## src/rtl/arcade_input_ctrl.sv

```systemverilog
// Player input conditioning for the arcade core: registered controls, debounced
// coin/pause buttons, shaped coin pulses, pause request and idle screen dimming.
module arcade_input_ctrl #(
  parameter logic [15:0] DEBOUNCE     = 16'd1800,
  parameter logic [23:0] COIN_PULSE   = 24'd1800000,
  parameter logic [23:0] COIN_HOLDOFF = 24'd900000,
  parameter logic [31:0] DIM_DELAY    = 32'h0ABA9500
) (
  input  logic        clk_sys,
  input  logic        reset,
  input  logic [15:0] joystick_0,
  input  logic [15:0] joystick_1,
  input  logic        osd_status,
  input  logic        osd_pause_en,
  input  logic        hs_access,
  output logic        m_up,
  output logic        m_down,
  output logic        m_left,
  output logic        m_right,
  output logic        m_fire,
  output logic        m_start1,
  output logic        m_start2,
  output logic        m_coin1,
  output logic        m_coin2,
  output logic        pause,
  output logic        dim_video
);

  typedef enum logic [1:0] {IDLE, PULSE, HOLDOFF} coin_state_t;

  logic [2:0]  db_raw;
  logic [2:0]  db_stable;
  logic [2:0]  db_stable_d;
  logic [2:0]  db_rise;
  logic [15:0] db_cnt [3];

  coin_state_t coin_state [2];
  coin_state_t coin_next  [2];
  logic [23:0] coin_cnt      [2];
  logic [23:0] coin_cnt_next [2];

  logic        pause_toggle;
  logic [31:0] dim_timer;
  logic        unused_bits;

  assign unused_bits = ^{joystick_0[15:9], joystick_1[15:9]};

  // Debouncer inputs: bit 0 coin1, bit 1 coin2, bit 2 either player's pause
  assign db_raw  = {joystick_0[8] | joystick_1[8], joystick_1[7], joystick_0[7]};
  assign db_rise = db_stable & ~db_stable_d;

  // Stage p1: direction, fire and start, one register, no filtering
  always_ff @(posedge clk_sys) begin
    if (reset) begin
      m_up     <= 1'b0;
      m_down   <= 1'b0;
      m_left   <= 1'b0;
      m_right  <= 1'b0;
      m_fire   <= 1'b0;
      m_start1 <= 1'b0;
      m_start2 <= 1'b0;
    end else begin
      m_right  <= joystick_0[0] | joystick_1[0];
      m_left   <= joystick_0[1] | joystick_1[1];
      m_down   <= joystick_0[2] | joystick_1[2];
      m_up     <= joystick_0[3] | joystick_1[3];
      m_fire   <= joystick_0[4] | joystick_1[4];
      m_start1 <= joystick_0[5] | joystick_1[6];
      m_start2 <= joystick_1[5] | joystick_0[6];
    end
  end

  always_ff @(posedge clk_sys) begin
    for (int i = 0; i < 3; i++) begin
      if (reset) begin
        db_cnt[i]      <= '0;
        db_stable[i]   <= 1'b0;
        db_stable_d[i] <= 1'b0;
      end else begin
        db_stable_d[i] <= db_stable[i];
        if (db_raw[i] == db_stable[i]) begin
          db_cnt[i] <= '0;
        end else if (db_cnt[i] == DEBOUNCE - 16'd1) begin
          db_stable[i] <= db_raw[i];
          db_cnt[i]    <= '0;
        end else begin
          db_cnt[i] <= db_cnt[i] + 16'd1;
        end
      end
    end
  end

  // Coin shaping: edges arriving outside IDLE are dropped, not queued
  always_comb begin
    for (int i = 0; i < 2; i++) begin
      coin_next[i]     = coin_state[i];
      coin_cnt_next[i] = coin_cnt[i];
      case (coin_state[i])
        IDLE: begin
          if (db_rise[i]) begin
            coin_next[i]     = PULSE;
            coin_cnt_next[i] = '0;
          end
        end
        PULSE: begin
          if (coin_cnt[i] == COIN_PULSE - 24'd1) begin
            coin_next[i]     = HOLDOFF;
            coin_cnt_next[i] = '0;
          end else begin
            coin_cnt_next[i] = coin_cnt[i] + 24'd1;
          end
        end
        HOLDOFF: begin
          if (coin_cnt[i] == COIN_HOLDOFF - 24'd1) begin
            coin_next[i]     = IDLE;
            coin_cnt_next[i] = '0;
          end else begin
            coin_cnt_next[i] = coin_cnt[i] + 24'd1;
          end
        end
        default: begin
          coin_next[i]     = IDLE;
          coin_cnt_next[i] = '0;
        end
      endcase
    end
  end

  always_ff @(posedge clk_sys) begin
    for (int i = 0; i < 2; i++) begin
      if (reset) begin
        coin_state[i] <= IDLE;
        coin_cnt[i]   <= '0;
      end else begin
        coin_state[i] <= coin_next[i];
        coin_cnt[i]   <= coin_cnt_next[i];
      end
    end
  end

  assign m_coin1 = (coin_state[0] == PULSE);
  assign m_coin2 = (coin_state[1] == PULSE);

  // Only the user pause toggle feeds the dim timer; OSD and hiscore halts never dim
  always_ff @(posedge clk_sys) begin
    if (reset) begin
      pause_toggle <= 1'b0;
      dim_timer    <= '0;
      dim_video    <= 1'b0;
    end else begin
      if (db_rise[2]) pause_toggle <= ~pause_toggle;
      if (!pause_toggle)               dim_timer <= '0;
      else if (dim_timer < DIM_DELAY)  dim_timer <= dim_timer + 32'd1;
      dim_video <= pause_toggle & (dim_timer >= DIM_DELAY);
    end
  end

  assign pause = hs_access | pause_toggle | (osd_status & osd_pause_en);

endmodule

```

## config.mk

```make
export PLATFORM = sky130hd
export DESIGN_NAME = arcade_input_ctrl
export DESIGN_NICKNAME = d
export VERILOG_FILES = /design/src/rtl/arcade_input_ctrl.sv
export SDC_FILE = /design/constraint.sdc
export NUM_CORES = 1
export LEC_CHECK = 0
export ABC_CLOCK_PERIOD_IN_PS = 2680
export BUFFER_PORTS_ARGS = -buffer_cell sky130_fd_sc_hd__buf_2
export CORE_MARGIN = 2
export CORE_UTILIZATION = 40
export CTS_BUF_LIST = sky130_fd_sc_hd__clkbuf_8 sky130_fd_sc_hd__clkbuf_16
export CTS_CLUSTER_SIZE = 8
export DETAILED_ROUTE_END_ITERATION = 8
export PLACE_DENSITY = 0.63
export SLEW_MARGIN = 20
export SYNTH_ARGS = -nofsm -noshare
export SYNTH_HDL_FRONTEND = slang
export SYNTH_SLANG_ARGS = --single-unit
```

## constraint.sdc

```tcl
create_clock -name clk_sys -period 2.68 [get_ports clk_sys]
set_input_delay 0.402 -clock clk_sys [delete_from_list [all_inputs] [get_ports clk_sys]]
set_output_delay 0.402 -clock clk_sys [all_outputs]
set_load 0.03 [all_outputs]
```

==> metrics.log <==
[metrics] Register-to-Register Setup Slack: 150 ps
[metrics] CP Buf/Inv Count: 1
[metrics] cell type group with the largest total delay on the critical path: simple AND/OR/NAND/NOR gates
[metrics] internal power contribution: 3.842 mW
[metrics] top cells by area in the synthesized netlist: sky130_fd_sc_hd__dfxtp_1 28%, sky130_fd_sc_hd__edfxtp_1 20%, sky130_fd_sc_hd__nor2_1 8.1%
[metrics] path depth of the worst reg2reg path: 8
[metrics] fmax: 0.3956 GHz
[metrics] full die area: 0.01890 mm^2
[metrics] Synth area leader: sky130_fd_sc_hd__dfxtp_1
[metrics] Area growth, synth to finish: 16.80%
[metrics] most used routing layer: met2
[metrics] async set-or-reset flop fraction in the synthesized netlist: 0%
[metrics] Rows: 48
[metrics] Finish-stage setup viols: 0
[metrics] clock slew seen by the registers of the worst setup and hold paths: 60 ps
[metrics] number of levels in the clock H-tree: 4
[metrics] Port Buffer Count: 33
[metrics] post-synth cell types: 59
[metrics] endpoint required time on the critical path: 2980 ps
[metrics] cell area after layout: 0.008324 mm^2
[metrics] number of pins with negative max-slew slack in the final report: 0
[metrics] largest net degree at the start of global routing: 34
[metrics] initial core utilization: 41.06%
[metrics] relative slew slack: 60.75%
[metrics] area of the mapped netlist: 0.007127 mm^2
[metrics] origin of the critical flop-to-flop path: coin_cnt[1][0]$_SDFFE_PP0P_
[metrics] number of iterations in the first detailed-routing pass: 4
[metrics] Skew-Pair Late Insertion Delay: 420 ps
[metrics] CP Class: reg -> reg
[metrics] final sum of negative setup slack: 0 ps
[metrics] # IOs: 48
[metrics] global routing usage summed across all routing layers: 15.10%
[metrics] min cycle time layout: 2528 ps
[metrics] skew final: 10.39 ps
[metrics] Slowest-stage cell, CP: sky130_fd_sc_hd__or4_1
[metrics] # DRC: 0
[metrics] number of global-route vias before repair: 5158
[metrics] static power due to leakage: 2.939 nW
[metrics] portion of total power attributed to the clock network: 44.4%
[metrics] average instance area after synthesis: 9.114 um^2
[metrics] power density over the cells: 603.7 mW/mm^2
[metrics] GR met1 Demand/Resource: 19.70%
[metrics] deepest clock path buffer count: 2
[metrics] most common library cell in the layout ignoring fill and taps: sky130_fd_sc_hd__nor2_1
[metrics] Final Hold Vio Count: 0
[metrics] Least-Margin Pin Slew: 587.1 ps
[metrics] commonest cells after routing, fill and taps aside: 153 x sky130_fd_sc_hd__nor2_1, 99 x sky130_fd_sc_hd__dfxtp_1, 69 x sky130_fd_sc_hd__nand2_1
[metrics] worst hold start: joystick_0[4]
[metrics] total power after layout: 5.025 mW
[metrics] number of violations of the max-capacitance limit: 0
[metrics] final net count: 926
[metrics] First DRT Iteration DRCs: 174
[metrics] met2 capacity usage during global routing: 24.07%
[metrics] last weighted congestion value of the routability-driven placer: 0.7913
[metrics] FF-to-FF End: coin_cnt[1][23]$_SDFFE_PP0P_
[metrics] Post-Synthesis Cells: 782
[metrics] average wire per cell in the routed design: 11.73 um
[metrics] startpoint class of the critical path: flip-flop
[metrics] Placed Cells: 1080
[metrics] via/cell ratio: 4.909
[metrics] warnings from Yosys: 0
[metrics] wire length of the first global-routing pass: 22970 um
[metrics] outcome: finished clean
[metrics] switching share of power: 23.54%
[metrics] number of clock buffers inserted by TritonCTS: 17
[metrics] HPWL after detailed placement: 9089 um
[metrics] global routing usage on met3: 4.084%
[metrics] clock tree from TritonCTS: yes
[metrics] Largest stage delay, worst path: 550 ps
[metrics] Num Clock Sinks: 147
[metrics] worst ir drop on vdd: 491.9 uV
[metrics] crit path capture type: flip-flop
[metrics] CP arrival: 2830 ps
[metrics] setup repair after global routing missed its margin: false
[metrics] proportion of layout cells with a drive suffix above 1: 9.583%
[metrics] Post-CTS Hold Buffers: 0
[metrics] Final Instance Count excl. Fillers: 1112
[metrics] share of the synthesized area in the top cell type: 27.81%
[metrics] list of cells traversed by the critical path: ha_1, nand4_1, or2_2, or4_1, a32o_1, o21ai_4, buf_12, nor2_1
[metrics] diodes inserted: 0
[metrics] cell chosen for the clock root: sky130_fd_sc_hd__clkbuf_16
[metrics] number of antenna-violating nets in the routed design: 0
[metrics] Post-CTS Setup Bufs: 0
[metrics] antenna violations before repair: 0
[metrics] hold path endpoint: m_fire$_SDFF_PP0_
[metrics] worst-path maximum fanout: 18
[metrics] dominant synthesized flop cell: sky130_fd_sc_hd__dfxtp_1
[metrics] Min-Delay Path Depth: 3
[metrics] total core area: 0.01736 mm^2
[metrics] Period Utilization, post-route: 94.33%
[metrics] FF+latch count, synth: 147
[metrics] switching power: 1.183 mW
[metrics] Worst setup startpoint: coin_cnt[1][0]$_SDFFE_PP0P_
[metrics] vias post-DR: 5459
[metrics] Hold WC Path Type: in -> reg
[metrics] floorplan die height: 137.5 um
[metrics] count of flip-flops with a built-in enable after synthesis: 48
[metrics] sequential cell fraction of total power: 48.1%
[metrics] part of the Yosys area used for sequential elements: 48.03%
[metrics] placed cell areas: 0.007764 mm^2
[metrics] final wirelength: 13050 um
[metrics] combinational fraction of design power: 7.6%
[metrics] total gr overflow: 0
[metrics] chip width: 137.5 um
[metrics] Resized Gates After CTS: 0
kinds of logic (layout without fill, tap and decap cells):
group | after synthesis | after routing | share of synthesized area [%]
buffers and inverters | 33 | 91 | 1.984
and+or+nand+nor | 414 | 414 | 28.58
DFF | 147 | 147 | 48.03
xor gates and xnor gates | 94 | 94 | 11.55
adders and majority gates | 15 | 15 | 2.633
muxes | 6 | 6 | 0.8427
other | 1 | 48 | 0.05262
AOI/OAI and AO/OA | 72 | 72 | 6.320
worst min-delay path, stage by stage:
cell and delay (ps):
sky130_fd_sc_hd__buf_2 70, sky130_fd_sc_hd__nor2_1 30, sky130_fd_sc_hd__nor2_1 60
final cells by class:
cell class	instances	area (um^2)
clock buffer	19	464.2
tap	225	281.5
inverter	14	52.55
multi-input combinational	649	3739
sequential	147	3423
clock inverter	13	96.34
timing repair buffer	45	267.8
fill	1689	9032
state kept, by name, indices dropped and copies added, names as in the netlist:
name	count
coin_state	4
db_stable	3
m_start1	1
m_down	1
dim_timer	32
m_start2	1
pause_toggle	1
m_up	1
coin_cnt	48
db_cnt	48
m_fire	1
m_left	1
dim_video	1
m_right	1
db_stable_d	3
worst max path at each step:
stage                                               to  slack, ps  cells after the start
after floorplan           coin_cnt[1][19]$_SDFFE_PP0P_        240                      8
after global placement    coin_cnt[0][13]$_SDFFE_PP0P_        180                      7
after detailed placement   coin_cnt[1][9]$_SDFFE_PP0P_        170                      7
after CTS                 coin_cnt[1][16]$_SDFFE_PP0P_        150                      8
after global routing      coin_cnt[1][11]$_SDFFE_PP0P_         30                      8
final                     coin_cnt[1][23]$_SDFFE_PP0P_        150                      8
through the flow:
stage	utilization [%]	hold WS (ps)	worst slack, ps
5_1_grt	47.96	180.2	32.95
6_report	47.96	183.2	152.0
3_5_place_dp	44.73	440.6	165.5
2_1_floorplan	-	420.5	236.9
4_1_cts	47.96	168.6	145.7
3_3_place_gp	44.73	435.6	175.5
power groups by stage:
stage | logic, mW | registers (mW) | clock network, mW
floorplan | 0.274 | 2.46 | 0
global placement | 0.382 | 2.46 | 0
detailed placement | 0.383 | 2.46 | 0
CTS | 0.385 | 2.41 | 2.30
global route | 0.429 | 2.42 | 2.38
finish | 0.381 | 2.41 | 2.23
Yosys cell counts (6+ instances only):
| cell | n |
|---|---|
| sky130_fd_sc_hd__nor2_1 | 153 |
| sky130_fd_sc_hd__dfxtp_1 | 99 |
| sky130_fd_sc_hd__nand2_1 | 69 |
| sky130_fd_sc_hd__nand3_1 | 55 |
| sky130_fd_sc_hd__xor2_1 | 52 |
| sky130_fd_sc_hd__edfxtp_1 | 48 |
| sky130_fd_sc_hd__xnor2_1 | 42 |
| sky130_fd_sc_hd__a21oi_1 | 25 |
| sky130_fd_sc_hd__nand4_1 | 25 |
| sky130_fd_sc_hd__and3_1 | 20 |
| sky130_fd_sc_hd__o21ai_0 | 20 |
| sky130_fd_sc_hd__nor3_1 | 16 |
| sky130_fd_sc_hd__ha_1 | 15 |
| sky130_fd_sc_hd__clkbuf_1 | 14 |
| sky130_fd_sc_hd__inv_1 | 13 |
| sky130_fd_sc_hd__or3_1 | 13 |
| sky130_fd_sc_hd__and2_1 | 11 |
| sky130_fd_sc_hd__nor4_1 | 8 |
| sky130_fd_sc_hd__mux2i_1 | 6 |
routing by layer:
metal / wire length [um] / vias up
li1: - / 2869
met1: 6696 / 2532
met2: 5899 / 51
met3: 354 / 7
met4: 99 / 0
met5: 0 / -
Note: power is estimated with default switching activity, not from simulation.
